### src/rtl/pipe_redirect_ctrl_if.sv
// Redirect/hazard control bundle between EX/ID resolution and the IF/ID registers.
// master drives the EX/ID status, slave (pipe_redirect_ctrl) returns flags and enables.
interface pipe_redirect_ctrl_if #(
    parameter int XLEN = 32
);
    logic            ex_valid;
    logic            ex_is_branch;
    logic            ex_branch_taken;
    logic            ex_is_jump;
    logic            ex_is_mret;
    logic [XLEN-1:0] ex_target;
    logic [XLEN-1:0] csr_mepc;
    logic            ex_is_load;
    logic [4:0]      ex_rd;
    logic [4:0]      id_rs1;
    logic [4:0]      id_rs2;
    logic            id_use_rs1;
    logic            id_use_rs2;
    logic            mem_stall;

    logic            ex_is_branch_jump;
    logic            mem_is_branch_jump;
    logic            ex_is_mret_o;
    logic            pc_redirect;
    logic [XLEN-1:0] pc_target;
    logic            pc_write_en;
    logic            ifid_write_en;
    logic            idex_bubble;
    logic [31:0]     perf_redirects;
    logic [31:0]     perf_stall_cycles;

    modport master (
        output ex_valid, ex_is_branch, ex_branch_taken, ex_is_jump, ex_is_mret,
               ex_target, csr_mepc, ex_is_load, ex_rd, id_rs1, id_rs2,
               id_use_rs1, id_use_rs2, mem_stall,
        input  ex_is_branch_jump, mem_is_branch_jump, ex_is_mret_o, pc_redirect,
               pc_target, pc_write_en, ifid_write_en, idex_bubble,
               perf_redirects, perf_stall_cycles
    );

    modport slave (
        input  ex_valid, ex_is_branch, ex_branch_taken, ex_is_jump, ex_is_mret,
               ex_target, csr_mepc, ex_is_load, ex_rd, id_rs1, id_rs2,
               id_use_rs1, id_use_rs2, mem_stall,
        output ex_is_branch_jump, mem_is_branch_jump, ex_is_mret_o, pc_redirect,
               pc_target, pc_write_en, ifid_write_en, idex_bubble,
               perf_redirects, perf_stall_cycles
    );
endinterface

### src/rtl/pipe_redirect_ctrl.sv
// EX-stage redirect resolution, branch/jump shadow FSM and load-use stall control.
// Optional perf counters are built when REDIRECT_PERF_CNT_EN is defined.
module pipe_redirect_ctrl #(
    parameter int XLEN = 32
) (
    input  logic                 clk,
    input  logic                 rstn,
    pipe_redirect_ctrl_if.slave  bus
);

    typedef enum logic {
        RUN    = 1'b0,
        SHADOW = 1'b1
    } state_t;

    state_t          state_q;
    state_t          state_d;
    logic            bj;
    logic            mr;
    logic            redirect;
    logic            rs1_hit;
    logic            rs2_hit;
    logic            lu;
    logic [XLEN-1:0] target;

    // EX resolution: branch/jump wins over a coincident mret
    assign bj       = bus.ex_valid & (bus.ex_is_jump | (bus.ex_is_branch & bus.ex_branch_taken));
    assign mr       = bus.ex_valid & bus.ex_is_mret & ~bj;
    assign redirect = bj | mr;
    assign target   = bj ? bus.ex_target : bus.csr_mepc;

    // The ID instruction is squashed on a redirect, so its hazard is moot
    assign rs1_hit = bus.id_use_rs1 & (bus.id_rs1 == bus.ex_rd);
    assign rs2_hit = bus.id_use_rs2 & (bus.id_rs2 == bus.ex_rd);
    assign lu      = bus.ex_valid & bus.ex_is_load & (bus.ex_rd != 5'd0)
                   & (rs1_hit | rs2_hit) & ~redirect;

    assign bus.ex_is_branch_jump = bj;
    assign bus.ex_is_mret_o      = mr;
    assign bus.pc_redirect       = redirect;
    assign bus.pc_target         = target;
    assign bus.pc_write_en       = ~bus.mem_stall & ~lu;
    assign bus.ifid_write_en     = ~bus.mem_stall & ~lu;
    assign bus.idex_bubble       = ~bus.mem_stall & lu;

    always_ff @(posedge clk or negedge rstn) begin
        if (!rstn) begin
            state_q <= RUN;
        end else begin
            state_q <= state_d;
        end
    end

    always_comb begin
        state_d = state_q;
        case (state_q)
            RUN: begin
                if (!bus.mem_stall && bj) begin
                    state_d = SHADOW;
                end
            end
            SHADOW: begin
                if (!bus.mem_stall) begin
                    state_d = bj ? SHADOW : RUN;
                end
            end
            default: state_d = RUN;
        endcase
    end

    assign bus.mem_is_branch_jump = (state_q == SHADOW);

`ifdef REDIRECT_PERF_CNT_EN
    logic [31:0] perf_redirects_q;
    logic [31:0] perf_stall_cycles_q;

    always_ff @(posedge clk or negedge rstn) begin
        if (!rstn) begin
            perf_redirects_q    <= 32'd0;
            perf_stall_cycles_q <= 32'd0;
        end else begin
            if (!bus.mem_stall && redirect) begin
                perf_redirects_q <= perf_redirects_q + 32'd1;
            end
            if (bus.idex_bubble) begin
                perf_stall_cycles_q <= perf_stall_cycles_q + 32'd1;
            end
        end
    end

    assign bus.perf_redirects    = perf_redirects_q;
    assign bus.perf_stall_cycles = perf_stall_cycles_q;
`else
    assign bus.perf_redirects    = 32'd0;
    assign bus.perf_stall_cycles = 32'd0;
`endif

endmodule

### src/flat_wrapper.sv
// flat-port wrapper written by rule: the top's interface ports become plain ports
module pipe_redirect_ctrl_flat 
#(
    parameter int XLEN = 32
)
  (clk, rstn, bus_ex_valid, bus_ex_is_branch, bus_ex_branch_taken, bus_ex_is_jump, bus_ex_is_mret, bus_ex_target, bus_csr_mepc, bus_ex_is_load, bus_ex_rd, bus_id_rs1, bus_id_rs2, bus_id_use_rs1, bus_id_use_rs2, bus_mem_stall, bus_ex_is_branch_jump, bus_mem_is_branch_jump, bus_ex_is_mret_o, bus_pc_redirect, bus_pc_target, bus_pc_write_en, bus_ifid_write_en, bus_idex_bubble, bus_perf_redirects, bus_perf_stall_cycles);
  pipe_redirect_ctrl_if #(.XLEN(XLEN)) bus_i ();
  input  logic clk;
  input  logic rstn;
  input wire logic [$bits(bus_i.ex_valid)-1:0] bus_ex_valid;
  input wire logic [$bits(bus_i.ex_is_branch)-1:0] bus_ex_is_branch;
  input wire logic [$bits(bus_i.ex_branch_taken)-1:0] bus_ex_branch_taken;
  input wire logic [$bits(bus_i.ex_is_jump)-1:0] bus_ex_is_jump;
  input wire logic [$bits(bus_i.ex_is_mret)-1:0] bus_ex_is_mret;
  input wire logic [$bits(bus_i.ex_target)-1:0] bus_ex_target;
  input wire logic [$bits(bus_i.csr_mepc)-1:0] bus_csr_mepc;
  input wire logic [$bits(bus_i.ex_is_load)-1:0] bus_ex_is_load;
  input wire logic [$bits(bus_i.ex_rd)-1:0] bus_ex_rd;
  input wire logic [$bits(bus_i.id_rs1)-1:0] bus_id_rs1;
  input wire logic [$bits(bus_i.id_rs2)-1:0] bus_id_rs2;
  input wire logic [$bits(bus_i.id_use_rs1)-1:0] bus_id_use_rs1;
  input wire logic [$bits(bus_i.id_use_rs2)-1:0] bus_id_use_rs2;
  input wire logic [$bits(bus_i.mem_stall)-1:0] bus_mem_stall;
  output wire logic [$bits(bus_i.ex_is_branch_jump)-1:0] bus_ex_is_branch_jump;
  output wire logic [$bits(bus_i.mem_is_branch_jump)-1:0] bus_mem_is_branch_jump;
  output wire logic [$bits(bus_i.ex_is_mret_o)-1:0] bus_ex_is_mret_o;
  output wire logic [$bits(bus_i.pc_redirect)-1:0] bus_pc_redirect;
  output wire logic [$bits(bus_i.pc_target)-1:0] bus_pc_target;
  output wire logic [$bits(bus_i.pc_write_en)-1:0] bus_pc_write_en;
  output wire logic [$bits(bus_i.ifid_write_en)-1:0] bus_ifid_write_en;
  output wire logic [$bits(bus_i.idex_bubble)-1:0] bus_idex_bubble;
  output wire logic [$bits(bus_i.perf_redirects)-1:0] bus_perf_redirects;
  output wire logic [$bits(bus_i.perf_stall_cycles)-1:0] bus_perf_stall_cycles;
  assign bus_i.ex_valid = bus_ex_valid;
  assign bus_i.ex_is_branch = bus_ex_is_branch;
  assign bus_i.ex_branch_taken = bus_ex_branch_taken;
  assign bus_i.ex_is_jump = bus_ex_is_jump;
  assign bus_i.ex_is_mret = bus_ex_is_mret;
  assign bus_i.ex_target = bus_ex_target;
  assign bus_i.csr_mepc = bus_csr_mepc;
  assign bus_i.ex_is_load = bus_ex_is_load;
  assign bus_i.ex_rd = bus_ex_rd;
  assign bus_i.id_rs1 = bus_id_rs1;
  assign bus_i.id_rs2 = bus_id_rs2;
  assign bus_i.id_use_rs1 = bus_id_use_rs1;
  assign bus_i.id_use_rs2 = bus_id_use_rs2;
  assign bus_i.mem_stall = bus_mem_stall;
  assign bus_ex_is_branch_jump = bus_i.ex_is_branch_jump;
  assign bus_mem_is_branch_jump = bus_i.mem_is_branch_jump;
  assign bus_ex_is_mret_o = bus_i.ex_is_mret_o;
  assign bus_pc_redirect = bus_i.pc_redirect;
  assign bus_pc_target = bus_i.pc_target;
  assign bus_pc_write_en = bus_i.pc_write_en;
  assign bus_ifid_write_en = bus_i.ifid_write_en;
  assign bus_idex_bubble = bus_i.idex_bubble;
  assign bus_perf_redirects = bus_i.perf_redirects;
  assign bus_perf_stall_cycles = bus_i.perf_stall_cycles;
  pipe_redirect_ctrl #(.XLEN(XLEN)) u_core (.clk(clk), .rstn(rstn), .bus(bus_i));
endmodule
### config.mk
export PLATFORM = sky130hd
export DESIGN_NAME = pipe_redirect_ctrl_flat
export DESIGN_NICKNAME = d
export VERILOG_FILES = /design/src/rtl/pipe_redirect_ctrl_if.sv /design/src/rtl/pipe_redirect_ctrl.sv /design/src/flat_wrapper.sv
export SDC_FILE = /design/constraint.sdc
export NUM_CORES = 1
export LEC_CHECK = 0
export BUFFER_PORTS_ARGS = -buffer_cell sky130_fd_sc_hd__buf_2
export CAP_MARGIN = 10
export CORE_AREA = 4 4 72 74
export DETAILED_ROUTE_END_ITERATION = 7
export DIE_AREA = 0 0 76 78
export MAX_ROUTING_LAYER = met4
export PLACE_DENSITY = 0.81
export SLEW_MARGIN = 20
export SYNTH_ARGS = -nofsm -noshare
export SYNTH_HDL_FRONTEND = slang
export SYNTH_SLANG_ARGS = --single-unit
export TNS_END_PERCENT = 50
### constraint.sdc
create_clock -name clk -period 1.5 [get_ports clk]
set_input_delay 0.075 -clock clk [delete_from_list [all_inputs] [get_ports clk]]
set_output_delay 0.075 -clock clk [all_outputs]
set_load 0.1 [all_outputs]
* Yosys cells after proc, flatten, opt, wreduce, memory -nomap -nowiden *
Cells that the tools add are included.

storage, ports and cells
  register bits after elaboration = 1
  output and inout bits = 103
  word-level logic and storage cells = 31

operators by class
  eq/ne operators = 2
  multiplexer cells = 5
  bitwise logic cells = 20
  reduce and logical (&&, ||, !) cells = 3

operator list
  operator             number
  $mux W32             1
  $and A1 B1 Y1        12
  $eq A5 B5 Y1         2
  $not A1 Y1           5
  $reduce_bool A5 Y1   1
  $mux W1              3
  $or A1 B1 Y1         3
  $pmux W1 S2          1
  $logic_and A1 B1 Y1  1
  $logic_not A1 Y1     1

* Depth between registers and ports, before layout *
Gate-level depths: netlist of the first run.

  depth in word-level cells = 10
  mapped depth = 7
  gate-level depth less buffers = 5

* Least setup slack after synthesis of the first run *
Ideal clock, no wire load.

  path type = input -> output
  start = input port bus_ex_rd[1]
  end = output port bus_pc_write_en
  data arrival time = 2958 ps
  path slack = -1533 ps
  stages on the path = 5
  path buffers = 1
  cell sequence = or4_1 -> nor2_1 -> nor3_1 -> a31oi_1 -> buf_4

on the way
  cells in the longest elaborated chain, start to end = 7
  elaborated cells on any way between the ends = 11

RTL lines
  what                              RTL line                                            RTL
  start, declared                   flat_wrapper.sv:18                                  input wire logic [$bits(bus_i.ex_rd)-1:0] bus_ex_rd;
  $eq A5 B5 Y1 (on tied branches)   pipe_redirect_ctrl.sv:33, pipe_redirect_ctrl.sv:34
  $and A1 B1 Y1 (on tied branches)  pipe_redirect_ctrl.sv:33, pipe_redirect_ctrl.sv:34
  $or A1 B1 Y1                      pipe_redirect_ctrl.sv:36                            & (rs1_hit | rs2_hit) & ~redirect;
  $and A1 B1 Y1 * (2 in a row)      pipe_redirect_ctrl.sv:36
  $not A1 Y1 *                      --
  $and A1 B1 Y1 *                   --
  end, declared                     flat_wrapper.sv:29                                  output wire logic [$bits(bus_i.pc_write_en)-1:0] bus_pc_write_en;

Mark *: on every way between the ends. The rest lies on a longest branch, timed or not.

* Final worst setup path of the first run *
  start = input port bus_ex_rd[1]
  end = output port bus_ifid_write_en

on the way
  cells in the longest elaborated chain, start to end = 7
  elaborated cells on any way between the ends = 11

RTL lines
  what                              RTL line                                            RTL
  $eq A5 B5 Y1 (on tied branches)   pipe_redirect_ctrl.sv:33, pipe_redirect_ctrl.sv:34
  $and A1 B1 Y1 (on tied branches)  pipe_redirect_ctrl.sv:33, pipe_redirect_ctrl.sv:34
  $or A1 B1 Y1                      pipe_redirect_ctrl.sv:36
  $and A1 B1 Y1 * (2 in a row)      pipe_redirect_ctrl.sv:36
  $not A1 Y1 *                      pipe_redirect_ctrl.sv:43                            assign bus.ifid_write_en = ~bus.mem_stall & ~lu;
  $and A1 B1 Y1 *                   pipe_redirect_ctrl.sv:43
  end, declared                     flat_wrapper.sv:30                                  output wire logic [$bits(bus_i.ifid_write_en)-1:0] bus_ifid_write_en;

Marked as above.

==> results of run 1 <==
[critical path: stages]
cell and delay, ps:
buf_2 120, or4_1 510, nor2_1 100, nor3_1 80, a31oi_4 210, buf_12 210
[cell type report]
| type | instances | area (sq um) |
|---|---|---|
| fillers | 434 | 2420 |
| repair buffers | 135 | 1260 |
| multi-input cells | 188 | 822 |
| well taps | 54 | 67.6 |
| flip-flops and latches | 1 | 25.0 |
| inverters | 1 | 3.75 |
[per-layer routing]
metal,GRT usage,vias up,wire length (microns)
met3,0.0255,0,462
met1,0.106,591,1160
li1,-,728,-
met4,0,0,0
met5,-,-,0
met2,0.255,94,2310
[how the worst max path moves through the flow]
stage                           startpoint                 to  slack [ps]  cells after the start
after global placement        bus_ex_rd[1]    bus_pc_write_en         100                      6
after CTS                     bus_ex_rd[1]  bus_ifid_write_en         110                      6
after global routing      bus_ex_is_branch   bus_pc_target[8]          20                      8
final                         bus_ex_rd[1]  bus_ifid_write_en         110                      6
after detailed placement      bus_ex_rd[1]  bus_ifid_write_en         120                      6
after floorplan               bus_ex_rd[1]    bus_pc_write_en        -210                      5
[synthesized netlist by cell type, types with 2 or more instances]
library cell,count,area share
buf_4,65,0.44
xnor2_1,10,0.079
buf_2,5,0.022
nand4_1,2,0.011
nand2_1,102,0.34
[what timing repair did]
item | in CTS | in global routing
endpoints found under the hold margin | 1 | 0
setup buffers | 0 | 0
hold buffers | 1 | 0
[stage by stage]
step	util	power (mW)	setup WS, ps	std cells	setup TNS, ps
3_3_place_gp	0.472	2.08	104	378	0
6_report	0.475	2.09	107	379	0
4_1_cts	0.475	2.10	108	379	0
2_1_floorplan	-	1.68	-211	262	-243
3_5_place_dp	0.472	2.09	118	378	0
5_1_grt	0.475	2.15	24.4	379	0
[power by group through the flow]
stage          sequential [mW]  clock [mW]  combinational [mW]
2_1_floorplan           0.0492           0                1.63
3_3_place_gp            0.0308           0                2.05
3_5_place_dp            0.0313           0                2.06
4_1_cts                 0.0313           0                2.07
5_1_grt                 0.0314           0                2.12
6_report                0.0310           0                2.06
[cell families after synthesis]
kind of cell	count (synthesis)	synth area share
xor gates and xnor gates	10	0.0786
and+or+nand+nor	110	0.389
other	1	0.00336
DFF	1	0.0224
buffers and inverters	73	0.486
AOI/OAI and AO/OA	4	0.0202
==> reports/metrics.cfg, run 1 <==
[power]
switching_power_mw=1.58
power_frac_clock=0
leakage_nw=1.30
p_int_mw=0.515
seq_power_share=0.015
power_frac_comb=0.985
irDropWorstVdd_mv=0.415
p_per_area_nw_per_um2=959
p_sw_frac=0.754

[clock_tree]
cts.clk_slew.worst_paths_ps=0
cts_resized=0
clk_latency_ps=0

[critical_path]
critical_path.endpoint_type=output port
crit_type=primary input to output port
rrSetupSlack_ps=870
crit_required_ps=1420
startpoint_type=primary input
critPathMaxFanout=3
r2r_cells=2
worstPathArrival_ps=1320

[grt]
overflow=0
grt_pass1_vias=1367
grt_start_max_net_pins=25
grt_usage=0.117
grt_pass1_wl_microns=6000
antenna_found_initial=0

[synth]
synth_seq_area_share=0.0224
syn_area_per_cell_sq_um=5.60
yosysWarnings=0
ys.flop_type=dfrtp_1
ys_seq_elements=1
synth_cell_type_count=20
syn_inst=199
synth-edff-count=0
synth_area_sq_um=1110
ys_async_sr_fraction=1.00

[die]
core_area_sq_um=4600
num_rows=25
die_x_microns=76
die-area_sq_um=5930
start_util=0.242
io_pins=193
dieHeight_microns=78

[placed_design]
gp_congestion=0.732
io_buffer_count=128
hpwl_microns=3690
placed_area_sq_um=2170

[detailed_routing]
drtPass1Iterations=4
ant_nets=0
first_iter_violations=29
vias_per_cell=3.73
wl_microns=3930
vias=1413
wl_per_cell_microns=10.4
drcViolationCount=0

[sta]
grt_setup_unrepaired=false
hold_ws_ps=371
fin_skew_ps=0
min_period_ps=1390
fmax_mhz=718
setup_violations=0
slew_violations=0
hold_viol_final=0
fin_crit_sh=0.929

[hold_path]
hp-class=primary input to flip-flop
min_path_cells=2
min_from=bus_mem_stall

[cells_and_area]
finalInstanceArea_sq_um=2180
syn_to_final_growth_pct=95.7
final_common_cell=nand2_1
fin_nets=417
n_antenna_cell=0
layout_common_cells=nand2_1, buf_2, conb_1
drive_gt1_frac=0.446

[flow_run]
maxCapViolCount=0

[run_status]
outcome=complete, no violations

(Power assumes the default switching activity.)
==> run 2: changes to the inputs <==
--- a/config.mk
+++ b/config.mk
@@ -12,6 +12,7 @@
 export DIE_AREA = 0 0 76 78
 export MAX_ROUTING_LAYER = met4
 export PLACE_DENSITY = 0.81
+export REMOVE_ABC_BUFFERS = 1
 export SLEW_MARGIN = 20
 export SYNTH_ARGS = -nofsm -noshare
 export SYNTH_HDL_FRONTEND = slang
==> constraint.sdc (replaced) <==
create_clock -name clk -period 1.5 [get_ports clk]
set_input_delay 0.075 -clock clk [delete_from_list [all_inputs] [get_ports clk]]
set_output_delay 0.075 -clock clk [all_outputs]
set_load 0.005 [all_outputs]
==> run 2 against run 1 <==
  * Sequential power is 1% higher
  * Critical endpoint unchanged
  * Sequential share of layout area is 0.47 points higher
  * Critical path depth stayed put
  * Final area is 29% lower
  * Largest cell class is now multi-input combinational cells
==> reports/metrics.cfg, run 2 (synthesized netlist as in run 1, its figures left out) <==
[run_status]
outcome=complete, no violations

[sta]
fin_skew_ps=0  ; unchanged
fin_crit_sh=0.875  ; -0.0535
slew_headroom=0.642
hold_viol_final=0  ; unchanged
grt_setup_unrepaired=false
fmax_mhz=762  ; +6.1%
finalWorstSetupSlack_ps=187  ; +80.2 ps
setup_violations=0  ; unchanged
worstMarginPinSlew_ps=536
min_period_ps=1310  ; -80.2 ps
slew_violations=0  ; unchanged

[clock_tree]
cts.clk_slew.worst_paths_ps=0  ; unchanged
cts_resized=0  ; unchanged
clk_latency_ps=0  ; unchanged
post_cts_buffers=0  ; unchanged

[cells_and_area]
fillers=497  ; +15%
drive_gt1_frac=0.408  ; -0.0381
final_common_cell=buf_2
fin_nets=413  ; -0.96%
n_antenna_cell=0  ; unchanged
syn_to_final_growth_pct=38.7
finalInstanceArea_sq_um=1550  ; -29%
final_cells=375  ; -1.1%
layout_common_cells=buf_2, nand2_1, conb_1

[die]
dieHeight_microns=78  ; unchanged
num_rows=25  ; unchanged
core_area_sq_um=4600  ; unchanged
die-area_sq_um=5930  ; unchanged
io_pins=193  ; unchanged
start_util=0.242  ; unchanged
die_x_microns=76  ; unchanged

[detailed_routing]
vias_per_cell=3.74  ; +0.42%
wl_microns=3480  ; -12%
wl_per_cell_microns=9.27  ; -11%
drcViolationCount=0  ; unchanged
ant_nets=0  ; unchanged
drtPass1Iterations=4  ; unchanged
first_iter_violations=31  ; +6.9%
vias=1404  ; -0.64%

[placed_design]
io_buffer_count=128  ; unchanged
place_inst=374  ; -1.1%
pre_cts_ws_ps=196  ; +78.1 ps
gp_congestion=0.724  ; -1.1%
placed_area_sq_um=1540  ; -29%
hpwl_microns=3190  ; -13%

[hold_path]
min_path_cells=2  ; unchanged
hp-class=primary input to flip-flop
min_from=bus_mem_stall

[grt]
grt_usage=0.0985  ; -0.0186
antenna_found_initial=0  ; unchanged
grt_pass1_wl_microns=5090  ; -15%
overflow=0  ; unchanged
grt_start_max_net_pins=34  ; +36%
grt_pass1_vias=1171  ; -14%

[critical_path]
crit_start=bus_ex_rd[1]
critPathTopFamily=simple AND/OR/NAND/NOR gates
crit_slowest_cell=or4_1
crit_buf_inv=2  ; unchanged
cpMostUsedCell=buf_2
worstPathArrival_ps=1240  ; -80 ps
cp_num_cells=6  ; unchanged
crit_type=primary input to output port
critPathMaxFanout=3  ; unchanged
startpoint_type=primary input
max_stage_delay_ps=540  ; +30 ps
worstPathCellList=buf_2, or4_1, nor2_1, nor3_1, a31oi_1, buf_2
rrSetupSlack_ps=880  ; about the same
critical_path.endpoint_type=output port
crit_required_ps=1420  ; about the same
r2r_cells=2  ; unchanged

[flow_run]
maxCapViolCount=0  ; unchanged

[power]
irDropWorstVdd_mv=0.279  ; -33%
p_per_area_nw_per_um2=288  ; -70%
leakage_nw=1.09  ; -16%

==> run 2: cell types whose count changed in the layout (fill, tap and decap cells not counted), sizes merged <==
cell,before,now
buf,134,130
==> run 2: report_power, final <==
group | internal (mW) | switching (mW)
clock | 0 | 0
combinational | 0.202 | 0.211
sequential | 0.0299 | 0.00144
==> run 2: worst max path at each step <==
| stage | to | slack [ps] |
|---|---|---|
| 5_1_grt | bus_pc_target[15] | 80 |
| 4_1_cts | bus_pc_write_en | 180 |
| 3_3_place_gp | bus_ifid_write_en | 220 |
| 3_5_place_dp | bus_pc_write_en | 200 |
| 2_1_floorplan | bus_pc_target[0] | -90 |
| 6_report | bus_ifid_write_en | 190 |
==> run 2: what timing repair did <==
action / 4_1_cts / 5_1_grt
hold endpoints to repair: 1 / 0
hold buffers: 1 / 0
setup endpoints to repair: 0 / 0
==> run 2: final cells by class <==
class	count	area (sq um)	area share
timing repair buffer	131	666	0.430
inverter	1	3.75	0.00243
sequential	1	25.0	0.0162
tap	54	67.6	0.0437
multi-input combinational	188	785	0.507
==> run 2: through the flow <==
| stage | setup TNS [ps] | total power, mW | hold WS, ps | util |
|---|---|---|---|---|
| 2_1_floorplan | -3020 | 0.212 | -221 | - |
| 3_3_place_gp | 0 | 0.436 | -150 | 0.334 |
| 3_5_place_dp | 0 | 0.443 | -148 | 0.334 |
| 4_1_cts | 0 | 0.446 | 325 | 0.336 |
| 5_1_grt | 0 | 0.503 | 369 | 0.336 |
| 6_report | 0 | 0.445 | 326 | 0.336 |
==> run 2: metal layers <==
| layer | vias up | wire length (microns) | track usage | part of all wire |
|---|---|---|---|---|
| met1 | 585 | 1030 | 0.0857 | 0.30 |
| met5 | - | 0 | - | 0 |
| met4 | 0 | 0 | 0.00178 | 0 |
| li1 | 721 | - | - | - |
| met3 | 0 | 508 | 0.0255 | 0.15 |
| met2 | 98 | 1940 | 0.215 | 0.56 |
==> run 2: worst reg2reg max path, cell delays in order, from the launching register on <==
cell	delay, ps
dfrtp_1	360
nand2_1	60
o21ai_0	70
==> run 3: changes to the inputs <==
--- a/config.mk
+++ b/config.mk
@@ -10,6 +10,7 @@
 export CORE_AREA = 4 4 72 74
 export DETAILED_ROUTE_END_ITERATION = 7
 export DIE_AREA = 0 0 76 78
+export GPL_TIMING_DRIVEN = 0
 export MAX_ROUTING_LAYER = met4
 export PLACE_DENSITY = 0.81
 export REMOVE_ABC_BUFFERS = 1
==> run 3 against run 2 <==
  * First-iteration DRC count is 29% higher
  * Power increased by 3.9%
  * Core utilization increased by 0.44 points
  * Clock skew did not move
  * Combinational power increased by 4%
  * Sequential power barely moved
  * Register-to-register slack is essentially flat
  * Worst setup slack worse by 47 ps
  * Global-route usage rose by 0.89 points
  * Hold slack worse by 9.7 ps
  * Critical path type unchanged
==> reports/metrics.cfg, run 3 (synthesized netlist as in run 1, its figures left out) <==
[run_status]
outcome=complete, no violations

[sta]
slew_violations=0  ; unchanged
hold_viol_final=0  ; unchanged
hold_ws_ps=317  ; -9.66 ps
min_period_ps=1360  ; +46.6 ps
grt_setup_unrepaired=false
fin_skew_ps=0  ; unchanged
setup_violations=0  ; unchanged
fin_crit_sh=0.906  ; +0.0311
fmax_mhz=736  ; -3.4%
worstMarginPinSlew_ps=530  ; -5.23 ps
slew_headroom=0.646  ; +0.00349

[placed_design]
place_inst=372  ; -0.53%
hpwl_microns=3180  ; -0.34%
placed_area_sq_um=1520  ; -0.81%
gp_congestion=0.691  ; -4.6%
io_buffer_count=128  ; unchanged

[grt]
grtUsageMet1=0.106  ; +0.0200
grt_pass1_vias=1183  ; +1.0%
antenna_found_initial=0  ; unchanged
overflow=0  ; unchanged
grt_start_max_net_pins=34  ; unchanged
grtUsageMet3=0.0244  ; -0.00116
grt_use_met2=0.216  ; +0.000856
grt_pass1_wl_microns=5380  ; +5.7%
grt_usage=0.107  ; +0.00891
grt-busiest-layer=met2

[detailed_routing]
vias_per_cell=3.74  ; about the same
wl_per_cell_microns=10.2  ; +10%
drcViolationCount=0  ; unchanged
vias=1407  ; +0.21%
ant_nets=0  ; unchanged
wl_microns=3850  ; +11%
drtPass1Iterations=4  ; unchanged
first_iter_violations=40  ; +29%

[die]
core_area_sq_um=4600  ; unchanged
start_util=0.242  ; unchanged
num_rows=25  ; unchanged
die-area_sq_um=5930  ; unchanged
die_x_microns=76  ; unchanged
io_pins=193  ; unchanged
dieHeight_microns=78  ; unchanged

[critical_path]
critical_path.endpoint_type=output port
startpoint_type=primary input
critPathMaxFanout=3  ; unchanged
worstPathArrival_ps=1280  ; +40 ps
crit_type=primary input to output port
crit_required_ps=1420  ; about the same

[cells_and_area]
fin_nets=414  ; +0.24%
syn_to_final_growth_pct=40.5
final_core_util=0.341  ; +0.00435
n_antenna_cell=0  ; unchanged
final_cells=376  ; +0.27%
final_common_cell=buf_2
drive_gt1_frac=0.416  ; +0.00805
layout_common_cells=buf_2, nand2_1, conb_1
finalInstanceArea_sq_um=1570  ; +1.3%

[power]
power.total_mw=0.462  ; +3.9%
irDropWorstVdd_mv=0.152  ; -45%
leakage_nw=1.10  ; +0.68%
p_per_area_nw_per_um2=295  ; +2.6%

[clock_tree]
clk_latency_ps=0  ; unchanged
cts.clk_slew.worst_paths_ps=0  ; unchanged

[flow_run]
maxCapViolCount=0  ; unchanged

[hold_path]
hp-class=primary input to flip-flop

## run 3: cell count changes in the layout (fill, tap and decap cells not counted), sizes merged
cell / delta
nand2b: +1
## run 3: metrics by stage
| stage | TNS (ps) | setup slack [ps] |
|---|---|---|
| 2_1_floorplan | -3020 | -94.5 |
| 3_3_place_gp | -32570 | -958 |
| 3_5_place_dp | -13070 | -421 |
| 4_1_cts | 0 | 127 |
| 5_1_grt | 0 | 89.8 |
| 6_report | 0 | 141 |
## run 3: repair_timing
action / CTS / global route
resized for setup: 1 / 1
hold endpoints to repair: 1 / 0
buffers inserted: 2 / 0
endpoints found under the setup margin: 36 / 1
hold buffers: 1 / 0
cloned: 1 / 0
## run 3: final timing paths
kind                          startpoint           endpoint  slack [ps]  depth (start not counted)
setup / recovery            bus_ex_rd[1]  bus_ifid_write_en         140                          6
hold / removal             bus_mem_stall          flip-flop         320                          2
setup reg to reg               flip-flop          flip-flop         880                          2
hold reg to reg                flip-flop          flip-flop         480                          2
max in group asynchronous           rstn          async pin        1010                          2
min in group asynchronous           rstn          async pin         400                          2
## run 3: cell type report
cell class,count,area (sq um)
Timing Repair Buffer,131,666
Tap cell,54,67.6
Multi-Input combinational cell,189,805
Sequential cell,1,25.0
Inverter,1,3.75
Fill cell,509,3030
## run 3: routing by layer
layer,routed length (microns),up-vias
li1,-,724
met5,0,-
met2,2080,100
met1,1230,581
met4,34,0
met3,508,2
## run 3: report_power, final
part | total [mW] | internal, mW | switching, mW
Clock | 0 | 0 | 0
Sequential | 0.0313 | 0.0299 | 0.00133
Combinational | 0.431 | 0.206 | 0.225
## run 3: critical path, stage by stage
cell	delay, ps
buf_2	120
or4_1	530
nor2_1	110
nor3_1	60
a31oi_1	230
buf_2	160
